`config.mk`:
```
export PLATFORM = sky130hd
export DESIGN_NAME = alu_frame_controller
export DESIGN_NICKNAME = d
export VERILOG_FILES = /design/src/rtl/alu_frame_controller.sv
export SDC_FILE = /design/constraint.sdc
export NUM_CORES = 1
export LEC_CHECK = 0
export CORE_ASPECT_RATIO = 0.7
export CORE_MARGIN = 3
export CORE_UTILIZATION = 45
export DETAILED_ROUTE_END_ITERATION = 7
export HOLD_SLACK_MARGIN = 0.08
export PLACE_DENSITY = 0.72
export SETUP_SLACK_MARGIN = 0.15
export SKIP_LAST_GASP = 1
export SLEW_MARGIN = 15
export SYNTH_ARGS = -nofsm -noshare
export SYNTH_HDL_FRONTEND = slang
export SYNTH_SLANG_ARGS = --single-unit
```
`constraint.sdc`:
```
create_clock -name clk -period 6.2 [get_ports clk]
set_input_delay 1.55 -clock clk [delete_from_list [all_inputs] [get_ports clk]]
set_output_delay 1.55 -clock clk [all_outputs]
set_load 0.02 [all_outputs]
```
`src/rtl/alu_frame_controller.sv`:
```
// alu_frame_controller
//   Framed, checksummed command sequencer between the UART FIFOs and the ALU.
//   Request frame  : [SOF, opcode, A, B, CHK] with CHK = opcode ^ A ^ B
//   Response frame : [RSP, result, status]
//   Status codes   : 0x00 ok, 0x01 bad checksum, 0x02 inter-byte timeout,
//                    0x03 reserved opcode bits set.
//
// Ports
//   clk, reset          : system clock, asynchronous active-high reset
//   r_data, rx_empty    : RX FIFO head byte (show-ahead) and empty flag
//   rd_uart             : one-cycle RX pop strobe
//   tx_full             : TX FIFO full
//   w_data, wr_uart     : TX byte and one-cycle push strobe
//   result              : combinational ALU result
//   op_code, data_a/b   : registered ALU opcode and operands
//   o_busy              : high whenever the sequencer is not in IDLE
//   o_frame_cnt         : good-frame count (wraps)
//   o_err_cnt           : error-frame count (saturates at 255)
module alu_frame_controller #(
  parameter int          DBIT        = 8,
  parameter int          NB_OP       = 6,
  parameter int          NB_AB       = 8,
  parameter logic [7:0]  SOF         = 8'hA5,
  parameter logic [7:0]  RSP         = 8'h5A,
  parameter int          NB_TO       = 16,
  parameter int          TIMEOUT_CYC = 50000
) (
  input  logic             clk,
  input  logic             reset,
  input  logic [DBIT-1:0]  r_data,
  input  logic             rx_empty,
  output logic             rd_uart,
  input  logic             tx_full,
  output logic [DBIT-1:0]  w_data,
  output logic             wr_uart,
  input  logic [NB_AB-1:0] result,
  output logic [NB_OP-1:0] op_code,
  output logic [NB_AB-1:0] data_a,
  output logic [NB_AB-1:0] data_b,
  output logic             o_busy,
  output logic [7:0]       o_frame_cnt,
  output logic [7:0]       o_err_cnt
);

  localparam bit              TO_EN   = (TIMEOUT_CYC != 0);
  localparam logic [NB_TO-1:0] TO_LAST = NB_TO'(TIMEOUT_CYC - 1);

  localparam logic [DBIT-1:0] STS_OK  = DBIT'(8'h00);
  localparam logic [DBIT-1:0] STS_CHK = DBIT'(8'h01);
  localparam logic [DBIT-1:0] STS_TO  = DBIT'(8'h02);
  localparam logic [DBIT-1:0] STS_OPC = DBIT'(8'h03);

  typedef enum logic [3:0] {
    IDLE, GET_OP, GET_A, GET_B, GET_CHK, EXEC, SEND_HDR, SEND_RES, SEND_STS
  } state_t;

  state_t           state;
  logic [DBIT-1:0]  op_byte;
  logic [DBIT-1:0]  a_byte;
  logic [DBIT-1:0]  b_byte;
  logic [DBIT-1:0]  sts;
  logic [NB_AB-1:0] res_q;
  logic [NB_TO-1:0] to_cnt;

  logic             rx_phase;
  logic             get_phase;
  logic             send_phase;
  logic             to_expire;
  logic [DBIT-1:0]  chk_sts;

  // Checksum mismatch outranks the reserved-opcode check.
  function automatic logic [DBIT-1:0] frame_status(
    input logic [DBIT-1:0] op, input logic [DBIT-1:0] a,
    input logic [DBIT-1:0] b,  input logic [DBIT-1:0] chk);
    if (chk != (op ^ a ^ b))        return STS_CHK;
    else if (op[DBIT-1:NB_OP] != '0) return STS_OPC;
    else                             return STS_OK;
  endfunction

  assign get_phase  = (state == GET_OP) || (state == GET_A) ||
                      (state == GET_B)  || (state == GET_CHK);
  assign rx_phase   = (state == IDLE) || get_phase;
  assign send_phase = (state == SEND_HDR) || (state == SEND_RES) ||
                      (state == SEND_STS);

  // Pop/push strobes follow the FIFO flags in the same cycle so a byte is
  // consumed or produced exactly once; reset forces them low.
  assign rd_uart = rx_phase && !rx_empty && !reset;
  assign wr_uart = send_phase && !tx_full && !reset;
  assign o_busy  = (state != IDLE);

  // The counter has already seen TO_LAST idle cycles; this idle cycle
  // is the one that makes it reach TIMEOUT_CYC.
  assign to_expire = TO_EN && get_phase && rx_empty && (to_cnt == TO_LAST);

  assign chk_sts = frame_status(op_byte, a_byte, b_byte, r_data);

  always_comb begin
    w_data = '0;
    case (state)
      SEND_HDR: w_data = DBIT'(RSP);
      SEND_RES: w_data = DBIT'(res_q);
      SEND_STS: w_data = sts;
      default:  w_data = '0;
    endcase
  end

  always_ff @(posedge clk or posedge reset) begin
    if (reset) begin
      state       <= IDLE;
      op_byte     <= '0;
      a_byte      <= '0;
      b_byte      <= '0;
      sts         <= '0;
      res_q       <= '0;
      to_cnt      <= '0;
      op_code     <= '0;
      data_a      <= '0;
      data_b      <= '0;
      o_frame_cnt <= '0;
      o_err_cnt   <= '0;
    end else begin
      // Inter-byte timeout while waiting inside a frame.
      if (get_phase && !rd_uart) begin
        if (to_expire) begin
          sts    <= STS_TO;
          res_q  <= '0;
          to_cnt <= '0;
          state  <= SEND_HDR;
        end else begin
          to_cnt <= to_cnt + 1'b1;
        end
      end

      case (state)
        IDLE: begin
          if (rd_uart && (r_data == DBIT'(SOF))) begin
            to_cnt <= '0;
            state  <= GET_OP;
          end
        end
        GET_OP: begin
          if (rd_uart) begin
            op_byte <= r_data;
            to_cnt  <= '0;
            state   <= GET_A;
          end
        end
        GET_A: begin
          if (rd_uart) begin
            a_byte <= r_data;
            to_cnt <= '0;
            state  <= GET_B;
          end
        end
        GET_B: begin
          if (rd_uart) begin
            b_byte <= r_data;
            to_cnt <= '0;
            state  <= GET_CHK;
          end
        end
        GET_CHK: begin
          if (rd_uart) begin
            to_cnt <= '0;
            sts    <= chk_sts;
            if (chk_sts == STS_OK) begin
              // Operands only change on frames that will execute.
              op_code <= op_byte[NB_OP-1:0];
              data_a  <= NB_AB'(a_byte);
              data_b  <= NB_AB'(b_byte);
              state   <= EXEC;
            end else begin
              res_q <= '0;
              state <= SEND_HDR;
            end
          end
        end
        // ---- ALU settles during the cycle after the operand load ----
        EXEC: begin
          res_q <= result;
          state <= SEND_HDR;
        end
        SEND_HDR: if (wr_uart) state <= SEND_RES;
        SEND_RES: if (wr_uart) state <= SEND_STS;
        SEND_STS: begin
          if (wr_uart) begin
            if (sts == STS_OK)
              o_frame_cnt <= o_frame_cnt + 8'd1;
            else if (o_err_cnt != 8'hFF)
              o_err_cnt <= o_err_cnt + 8'd1;
            state <= IDLE;
          end
        end
        default: state <= IDLE;
      endcase
    end
  end

endmodule
```
==> impl_results.md, run 1 <==
- Nature of the critical path endpoint: output pin
- Syn_area_per_cell: around 12 um2
- Kind of critical path: input port to output pin
- Fin Hold WS: 470 ps
- Antenna Violating Nets Remaining: 0
- Flop and latch count out of synthesis: 98
- DP Area: 5620 um2
- Count of flip-flops with a built-in enable after synthesis: 0
- Die Area: approximately 12000 um2
- Dominant synthesized flop cell: dfrtp_1
- Number of gates resized after CTS: 0
- Clock buffers created by TritonCTS: 9
- Final design utilization: ~57%
- Core region area: 10400 um2
- Class of the most critical hold timing path: flop to flop
- Antenna violations before repair: 0
- Final Cycle Share: 80.3%
- Met1 Routed Length: 5240 um
- Wire length on met3: between 600 and 700 um
- Switch Pwr: 0.430 mW
- Fraction of layout cells with a size suffix above 1: 15.7%
- First-pass GRT wire length: 17600 um
- Per-cell routed wire length: 16.9 um
- Vias in the first global route: 3426
- Total power draw: 1.63 mW
- Net total in the final layout: 503
- Status: finished, final reports clean
- RSZ-0062 raised after global routing: false
- Cell Area, Synth: between 4000 and 5000 um2
- Fraction of power consumed by sequential logic: a little under half
- Final worst path period need: 4980 ps
- Wire length reported by the detailed router: 10500 um
- Number of H-tree levels: 3
- Setup tns final: 0 ps
- Half-perimeter wire length after placement: 7260 um
- Comb power frac: 14.7%
- Antenna Diode Count: 0
- Iteration-0 DRC Markers: 271
- Post CTS Setup Buffer Count: 0
- CTS tree: built
- Num Clock Sinks: 98
- Clock root buffer: clkbuf_16
- Switching portion of total power: 26.3%
- Post-synth net total: 437
- Largest cells by area after synthesis: dfrtp_1 51%, mux2_2 6.5%, mux2_4 6.2%, xnor2_1 5.6%, xor2_1 3.8%
- Highest metal layer with signal wires: met4
- Area share of the leading cell type in the synthesized netlist: 50.6%
- Peak VDD IR: 0.158 mV
- Clock slew seen by the registers of the worst setup and hold paths: about 70 ps
- Clock skew: 7.79 ps
- Largest net degree at the start of global routing: 56
- Final design area excluding fillers: 5950 um2
- Signal arrival time at the worst endpoint: 3430 ps
- Bufs on Longest Clock Path: 2
- Cell-internal power: between 1 and 1.5 mW
- Total of warnings raised by yosys: 0
- Power per unit of standard cell area: about 270 nW/um2
- Slew at the pin with the worst max-slew slack: 1050 ps
- Top achievable clock speed: 201 MHz
- Routability-driven placement congestion ratio: between 0.8 and 0.9
- CP startpoint kind: input port
- Cells after Synth: 414
- Sequential fraction of the synthesis area: 50.6%
- Leakage component of the power: 2.69 nW
- Worst rel slew slack: 29.8%
- Row Count: 31
- Starting density of the core: a little under half
- Cell type contributing the most total cell area after synthesis: dfrtp_1
- Detailed-route DRC error count: 0
- Asr flop ratio synth: 100%
- Max Fanout on Critical Path: 8
- Die X: roughly 130 um
- Clock share of power: between 30% and 40%
- Total iterations of the first detailed-routing run: 4
- Total of fill cells in the finished design: 840
- Count of input and output buffers: between 60 and 70
- All-layer global routing usage: 18.7%
- Met2 wire len: 4490 um
- Gr ovfl total: 0
- Required arrival time at the worst endpoint: roughly 4700 ps
- Final Slew Violations: 0
- Signed area change from the synthesized netlist to the final layout: 22.9%
- Number of endpoints failing setup at the final stage: 0
- Clk_lat worst skew: approximately 350 ps
- Boundary Pins: 69
- Avg Vias per Cell: roughly 5.5
- Max Cap Viol: 0
- Via count: 3377
- Total count of hold-check failures in the final report: 0
- Die height: 92.8 um
- # hold bufs at CTS: 0
- Cell variety after synth: 56
==> synth_stat cells (2+ instances only) <==
master    number
inv_1          3
nor2_1        34
buf_6          3
dfrtp_1       98
nand3_1       16
nor3_1        14
and2_1         3
nor4_1         3
buf_2          6
mux2_4        20
xor2_1        21
mux2_2        28
or4bb_1        2
a21oi_1        5
clkbuf_1       3
and3_1        11
a22o_1         4
ha_1           3
or3_1          2
nor4_2         2
o21ai_0       14
xnor2_1       31
nand4_1       16
a21o_1         2
nand2_1       27
a221oi_1       2
a22oi_1        8
nand2b_1       2
and4_1         3
buf_1          2
==> cells by family (layout without fill, tap and decap cells) <==
| kind of cell | Yosys count | after routing | share of synthesized area, % |
|---|---|---|---|
| buffers and inverters | 18 | 89 | 2.01 |
| xor gates and xnor gates | 52 | 52 | 9.40 |
| AOI/OAI and AO/OA | 49 | 49 | 7.75 |
| muxes | 49 | 49 | 12.9 |
| adders and majority gates | 3 | 3 | 0.775 |
| DFF | 98 | 98 | 50.6 |
| and+or+nand+nor | 145 | 145 | 16.5 |
==> critical path, stage by stage <==
cell             delay, ps
clkdlybuf4s50_1        510
or2_1                  390
nor3_1                 310
clkdlybuf4s50_1        660
==> through the flow <==
stage | cells | worst slack [ps]
global placement | 601 | 1290
global route | 617 | 1110
finish | 617 | 1220
CTS | 617 | 1220
floorplan | 414 | 2090
detailed placement | 601 | 1220
==> power groups by stage <==
| stage | combinational (mW) | clock, mW | sequential [mW] |
|---|---|---|---|
| after floorplan | 0.200 | 0 | 0.760 |
| after global placement | 0.234 | 0 | 0.785 |
| after detailed placement | 0.241 | 0 | 0.787 |
| after CTS | 0.242 | 0.631 | 0.776 |
| after global routing | 0.265 | 0.662 | 0.788 |
| final | 0.240 | 0.618 | 0.776 |
==> area by class of cell <==
class                   count  area (um2)  share of cell area (%)
flip-flops and latches     98        2450                    41.2
multi-input cells         298        2290                    38.5
inverters                   4        16.3                   0.273
repair buffers             69         688                    11.6
well taps                 132         165                    2.77
clock buffers              11         253                    4.25
clock inverters             5        85.1                    1.43
==> metal layers <==
metal  up-vias  track usage, %
met2        88            25.9
met1      1659            28.1
li1       1622               -
met4         0            5.88
met5         -               0
met3         8            5.07
==> cell usage in the layout (no fill, tap or decap), types with 14 or more instances in the layout <==
cell and count:
dfrtp_1 98, clkdlybuf4s50_1 68, nor2_1 34, xnor2_1 31, mux2_2 28, nand2_1 27
xor2_1 21, mux2_4 20, nand3_1 16, nand4_1 16, nor3_1 14, o21ai_0 14
==> final timing paths <==
| check | startpoint | end | slack, ps | cells past startpoint |
|---|---|---|---|---|
| max in group asynchronous | reset | op_code[4] | 3250 | 3 |
| min in group asynchronous | reset | state[2] | 1850 | 2 |
| worst max register to register | state[1] | data_b[3] | 3220 | 5 |
| worst max-delay path | reset | rd_uart | 1220 | 4 |
| worst min-delay path | o_frame_cnt[7] | o_frame_cnt[7] | 470 | 1 |
| worst min register to register | o_frame_cnt[7] | o_frame_cnt[7] | 470 | 1 |
==> sequential cells by signal (all words and copies together), names as in the netlist <==
signal / count
o_err_cnt: 8
data_a: 8
b_byte: 8
to_cnt: 16
a_byte: 8
res_q: 8
op_code: 6
sts: 8
data_b: 8
state: 4
o_frame_cnt: 8
op_byte: 8
(Power assumes the default switching activity.)
==> inputs of run 2 (changes only) <==
--- a/config.mk
+++ b/config.mk
@@ -10,7 +10,7 @@
 export CORE_UTILIZATION = 45
 export DETAILED_ROUTE_END_ITERATION = 7
 export HOLD_SLACK_MARGIN = 0.08
-export PLACE_DENSITY = 0.72
+export PLACE_DENSITY = 0.75
 export SETUP_SLACK_MARGIN = 0.15
 export SKIP_LAST_GASP = 1
 export SLEW_MARGIN = 15
==> constraint.sdc (replaced) <==
create_clock -name clk -period 4.35 [get_ports clk]
set_input_delay 1.0875 -clock clk [delete_from_list [all_inputs] [get_ports clk]]
set_output_delay 1.0875 -clock clk [all_outputs]
set_load 0.02 [all_outputs]
==> run 2 against run 1 <==
Compared with the run above:
- largest cell class unchanged
- clock skew increased by 5.5 ps
- setup slack got worse by 880 ps
- power up 39%
- global-route usage up 0.68 points
- clock-buffer cell count unchanged
- sequential power up 43%
- largest power group unchanged
==> impl_results.md, run 2 (same netlist as run 1, synthesis figures left out) <==
- Detailed-route DRC error count: 0 (unchanged)
- Count of cells along the worst register-to-register path: 5 (unchanged)
- Number of endpoints failing setup at the final stage: 0 (unchanged)
- Required arrival time at the worst endpoint: 3260 ps (was 4650 ps)
- DP Area: 5650 um2 (was 5620 um2)
- Row Count: 31 (unchanged)
- Class of the most critical hold timing path: flop to flop (unchanged)
- Vias in the first global route: 3451 (was 3426)
- Final Instance Count excl. Fillers: 620 (was 617)
- Count of cells along the worst hold path: 1 (unchanged)
- Number of H-tree levels: 3 (unchanged)
- Critical register-to-register path endpoint: to_cnt[9] (was data_b[3])
- Area of the multi-input gates: 2290 um2 (unchanged)
- Antenna violations before repair: 0 (unchanged)
- Antenna Violating Nets Remaining: 0 (unchanged)
- Half-perimeter wire length after placement: 7570 um (was 7260 um)
- Post CTS Setup Buffer Count: 0 (unchanged)
- Clock buffers created by TritonCTS: 9 (unchanged)
- Via count: 3503 (was 3377)
- Hold Path Sink: o_err_cnt[4] (was o_frame_cnt[7])
- Flip-flop count of the largest register, all copies and words added: 16 (unchanged)
- Total iterations of the first detailed-routing run: 5 (was 4)
- Die Area: 12100 um2 (unchanged)
- Final worst path period need: ~4000 ps
- Leakage component of the power: 2.70 nW (was 2.69 nW)
- Core region area: 10400 um2 (unchanged)
- Total count of hold-check failures in the final report: 0 (unchanged)
- Wire length reported by the detailed router: 10900 um (was 10500 um)
- Clock slew seen by the registers of the worst setup and hold paths: 60 ps (was 70 ps)
- Starting density of the core: 46.4% (unchanged)
- Max Cap Viol: 0 (unchanged)
- Fraction of layout cells with a size suffix above 1: 16.2% (was 15.7%)
- Number of gates resized after CTS: 0 (unchanged)
- First-pass GRT wire length: 18200 um (was 17600 um)
- Net total in the final layout: 506 (was 503)
- Boundary Pins: 69 (unchanged)
- CP Cell Sequence: clkdlybuf4s50_1 -> or2_1 -> nor3_1 -> clkdlybuf4s50_1 (unchanged)
- Per-cell routed wire length: 17.6 um (was 16.9 um)
- Die X: 130 um (unchanged)
- Cell at the slowest stage of the critical path: clkdlybuf4s50_1 (unchanged)
- Final design area excluding fillers: 5960 um2 (was 5950 um2)
- Flip-flop and latch area: 2450 um2 (unchanged)
- Gr ovfl total: 0 (unchanged)
- All-layer global routing usage: 19.3% (was 18.7%)
- Clock skew: 13.3 ps (was 7.79 ps)
- Final Slew Violations: 0 (unchanged)
- Start of the worst register-to-register path: state[1] (unchanged)
- Antenna Diode Count: 0 (unchanged)
- Most common library cell in the layout ignoring fill and taps: dfrtp_1 (unchanged)
- Power per unit of standard cell area: 382 nW/um2 (was 275 nW/um2)
- Routability-driven placement congestion ratio: 0.901 (was 0.848)
- Num Clock Sinks: 98 (unchanged)
- Nature of the critical path endpoint: output pin (unchanged)
- Count of input and output buffers: 68 (unchanged)
- Peak VDD IR: 0.218 mV (was 0.158 mV)
- Largest net degree at the start of global routing: 53 (was 56)
- Worst rel slew slack: 42.2% (was 29.8%)
- Most frequent CP cell: clkdlybuf4s50_1 (unchanged)
- Slew at the pin with the worst max-slew slack: 860 ps (was 1050 ps)
- Kind of critical path: input port to output pin (unchanged)
- Status: finished, final reports clean (unchanged)
- Max stage delay on crit path: 680 ps (was 660 ps)
- Dpl cells: 604 (was 601)
- Max Fanout on Critical Path: 6 (was 8)
- Signed area change from the synthesized netlist to the final layout: 23.1% (was 22.9%)
- RSZ-0062 raised after global routing: false (unchanged)
- Clk_lat worst skew: 350 ps (about the same)
- Avg Vias per Cell: 5.65 (was 5.47)
- Clock root buffer: clkbuf_16 (unchanged)
- Bufs on Longest Clock Path: 2 (unchanged)
- CP startpoint kind: input port (unchanged)
- Setup tns final: 0 ps (unchanged)
- Most frequent cells in the layout: 98 x dfrtp_1, 68 x clkdlybuf4s50_1, 34 x nor2_1 (unchanged)
- CTS tree: built (unchanged)
- Register with the most flip-flops: to_cnt (unchanged)
- Die height: 92.8 um (unchanged)
- # hold bufs at CTS: 0 (unchanged)
- Total of fill cells in the finished design: 863 (was 840)
- Top achievable clock speed: roughly 250 MHz
- Minimum setup slack among reg-to-reg paths: 1820 ps (was 3220 ps)
- Signal arrival time at the worst endpoint: 2920 ps (was 3430 ps)
- Iteration-0 DRC Markers: 447 (was 271)
- Source of the worst hold timing path: o_err_cnt[4] (was o_frame_cnt[7])
- Final Cycle Share: 92.1%
run 2: cell types whose count changed in the layout (fill, tap and decap cells not counted):
| cell | previous run | this run |
|---|---|---|
| buf_4 | 1 | 3 |
| buf_12 | 0 | 1 |
| bufinv_16 | 2 | 1 |
| clkinv_2 | 1 | 2 |
run 2: layer usage:
layer / wire [um] / vias up / global-route usage, %
met3: 611 / 13 / 5.13
met1: 5330 / 1725 / 29.2
met5: 0 / - / 0
met2: 4840 / 128 / 27.7
met4: 133 / 0 / 4.58
li1: - / 1637 / -
run 2: how the worst max path moves through the flow:
stage	startpoint	end
floorplan	reset	a_byte[0]
global placement	reset	wr_uart
detailed placement	reset	rd_uart
CTS	reset	wr_uart
global route	reset	rd_uart
finish	reset	rd_uart
run 2: where the power goes:
group,switching (mW),internal (mW)
clock network,0.343,0.479
registers,0.107,1.00
logic,0.167,0.181
total,0.618,1.66
run 2: per-stage QoR:
step	hold WS (ps)	total power [mW]	worst slack, ps	utilization, %
finish	494	2.28	345	57.2
global route	519	2.39	277	57.2
CTS	497	2.30	369	57.2
detailed placement	485	1.47	375	54.2
global placement	459	1.45	397	54.2
floorplan	485	1.37	700	-
run 2: layout make-up:
class                      count  area share, %
inverter                       4          0.273
sequential                    98           41.1
clock buffer                  11           4.24
timing repair buffer          72           12.1
tap                          132           2.77
multi-input combinational    298           38.5
clock inverter                 5           1.01
run 2: worst max-delay path: cells and delay by family:
kind / cells / cell delay (ps)
buf+inv: 2 / 1200
simple gates: 2 / 620
==> inputs of run 3 (changes only) <==
--- a/config.mk
+++ b/config.mk
@@ -5,12 +5,14 @@
 export SDC_FILE = /design/constraint.sdc
 export NUM_CORES = 1
 export LEC_CHECK = 0
+export ABC_CLOCK_PERIOD_IN_PS = 4600
 export CORE_ASPECT_RATIO = 0.7
 export CORE_MARGIN = 3
 export CORE_UTILIZATION = 45
 export DETAILED_ROUTE_END_ITERATION = 7
+export GPL_ROUTABILITY_DRIVEN = 0
 export HOLD_SLACK_MARGIN = 0.08
-export PLACE_DENSITY = 0.75
+export PLACE_DENSITY = 0.72
 export SETUP_SLACK_MARGIN = 0.15
 export SKIP_LAST_GASP = 1
 export SLEW_MARGIN = 15
==> constraint.sdc (replaced) <==
create_clock -name clk -period 4.6 [get_ports clk]
set_input_delay 1.15 -clock clk [delete_from_list [all_inputs] [get_ports clk]]
set_output_delay 1.15 -clock clk [all_outputs]
set_load 0.02 [all_outputs]
==> run 3 against run 2 <==
Compared with the run above:
- power down 6.4%
- setup slack better by 79 ps
- register-to-register slack better by 400 ps
- highest routed layer unchanged
==> impl_results.md, run 3 (same netlist as run 1, synthesis figures left out) <==
- Leakage component of the power: 2.68 nW (was 2.70 nW)
- Die height: 92.8 um (unchanged)
- First-pass GRT wire length: 17700 um (was 18200 um)
- Clock share of power: 35.7% (was 36.1%)
- Vias in the first global route: 3453 (was 3451)
- Iteration-0 DRC Markers: 318 (was 447)
- Clock skew: 5.92 ps (was 13.3 ps)
- Avg Vias per Cell: 5.56 (was 5.65)
- Signed area change from the synthesized netlist to the final layout: 22.8% (was 23.1%)
- Most frequent CP cell: clkdlybuf4s50_1 (unchanged)
- Max Cap Viol: 0 (unchanged)
- Smallest setup slack after layout: 425 ps (was 345 ps)
- All-layer global routing usage: 18.6% (was 19.3%)
- Most frequent cells in the layout: 98 x dfrtp_1, 68 x clkdlybuf4s50_1, 34 x nor2_1 (unchanged)
- Total iterations of the first detailed-routing run: 4 (was 5)
- CP startpoint kind: input port (unchanged)
- Per-cell routed wire length: 17.0 um (was 17.6 um)
- Clock root buffer: clkbuf_16 (unchanged)
- Cell at the slowest stage of the critical path: clkdlybuf4s50_1 (unchanged)
- Num Clock Sinks: 98 (unchanged)
- Total count of hold-check failures in the final report: 0 (unchanged)
- Max stage delay on crit path: 660 ps (was 680 ps)
- Die Area: 12100 um2 (unchanged)
- Bufs on Longest Clock Path: 2 (unchanged)
- Class of the most critical hold timing path: flop to flop (unchanged)
- Top achievable clock speed: 240 MHz
- Signal arrival time at the worst endpoint: 3030 ps (was 2920 ps)
- Max Fanout on Critical Path: 8 (was 6)
- Final Slew Violations: 0 (unchanged)
- # hold bufs at CTS: 0 (unchanged)
- Post CTS Setup Buffer Count: 0 (unchanged)
- Largest net degree at the start of global routing: 55 (was 53)
- Comb power frac: 15.3% (about the same)
- Fraction of power consumed by sequential logic: 49.0% (was 48.6%)
- Row Count: 31 (unchanged)
- Status: finished, final reports clean (unchanged)
- Power per unit of standard cell area: 359 nW/um2 (was 382 nW/um2)
- Switching portion of total power: 27.5% (was 27.1%)
- Gr ovfl total: 0 (unchanged)
- Clock slew seen by the registers of the worst setup and hold paths: 70 ps (was 60 ps)
- Worst rel slew slack: 42.7% (was 42.2%)
- Total power draw: 2.13 mW (was 2.28 mW)
- Number of endpoints failing setup at the final stage: 0 (unchanged)
- Nature of the critical path endpoint: output pin (unchanged)
- Antenna Violating Nets Remaining: 0 (unchanged)
- Wire length reported by the detailed router: 10500 um (was 10900 um)
- Net total in the final layout: 505 (was 506)
- Half-perimeter wire length after placement: 7460 um (was 7570 um)
- Boundary Pins: 69 (unchanged)
- Most common library cell in the layout ignoring fill and taps: dfrtp_1 (unchanged)
- Count of input and output buffers: 68 (unchanged)
- Core region area: 10400 um2 (unchanged)
- Fraction of layout cells with a size suffix above 1: 15.8% (was 16.2%)
- Clock buffers created by TritonCTS: 9 (unchanged)
- Antenna Diode Count: 0 (unchanged)
- Kind of critical path: input port to output pin (unchanged)
- Detailed-route DRC error count: 0 (unchanged)
- Number of gates resized after CTS: 0 (unchanged)
- Die X: 130 um (unchanged)
- CP Cell Sequence: clkdlybuf4s50_1 -> or2_1 -> nor3_1 -> clkdlybuf4s50_1 (unchanged)
- Flip-flop count of the largest register, all copies and words added: 16 (unchanged)
- Final Cycle Share: 90.8%
- CTS tree: built (unchanged)
- Final worst path period need: 4180 ps
- Peak VDD IR: 0.203 mV (was 0.218 mV)
- Worst setup timing slack at the placement stage: 454 ps (was 375 ps)
- Slew at the pin with the worst max-slew slack: 854 ps (was 860 ps)
- Starting density of the core: 46.4% (unchanged)
- Required arrival time at the worst endpoint: 3450 ps (was 3260 ps)
- Number of H-tree levels: 3 (unchanged)
- Via count: 3439 (was 3503)
- Clk_lat worst skew: 350 ps (about the same)
- Antenna violations before repair: 0 (unchanged)
- Switch Pwr: 0.585 mW (was 0.618 mW)
- RSZ-0062 raised after global routing: false (unchanged)
- Setup tns final: 0 ps (unchanged)
- Register with the most flip-flops: to_cnt (unchanged)
- Cell-internal power: 1.55 mW (was 1.66 mW)
-- run 3: path summary, 6_finish.rpt --
check                               start              to  slack (ps)  cells after the start
min in group asynchronous           reset        state[2]        1380                      2
max reg2reg                      state[2]       to_cnt[6]        2220                      5
max in group asynchronous           reset       data_b[4]        2470                      3
min                        o_frame_cnt[7]  o_frame_cnt[7]         470                      1
min reg2reg                o_frame_cnt[7]  o_frame_cnt[7]         470                      1
max                                 reset         rd_uart         420                      4
-- run 3: final cells by class --
type / instances / area [um2]
inverter: 4 / 16.3
timing repair buffer: 71 / 716
multi-input combinational: 298 / 2290
sequential: 98 / 2450
clock buffer: 10 / 229
tap: 132 / 165
clock inverter: 6 / 73.8
fill: 882 / 4490
-- run 3: power by group through the flow --
stage	sequential [mW]	clock (mW)	combinational, mW
finish	1.05	0.760	0.326
global route	1.06	0.823	0.362
CTS	1.04	0.783	0.331
detailed placement	1.06	0	0.331
global placement	1.06	0	0.318
floorplan	1.02	0	0.269
-- run 3: worst max-delay path: cells and delay by family --
kind / cells / cell delay, ps
and+or+nand+nor: 2 / 710
buffers and inverters: 2 / 1160
-- run 3: per-layer routing --
layer	part of all wire, %	wire length [um]	GRT usage, %	vias to the layer above
li1	-	-	-	1638
met2	44	4590	26.4	85
met3	5.0	530	4.96	13
met1	50	5240	27.8	1703
met5	0	0	0	-
met4	1.3	137	5.62	0
-- run 3: metrics by stage --
stage	util (%)	instance area [um2]	hold slack (ps)	instances
finish	57.0	5950	472	619
global route	57.0	5950	483	619
CTS	57.0	5950	478	619
detailed placement	54.1	5640	468	603
global placement	54.1	5640	460	603
floorplan	-	4840	485	414
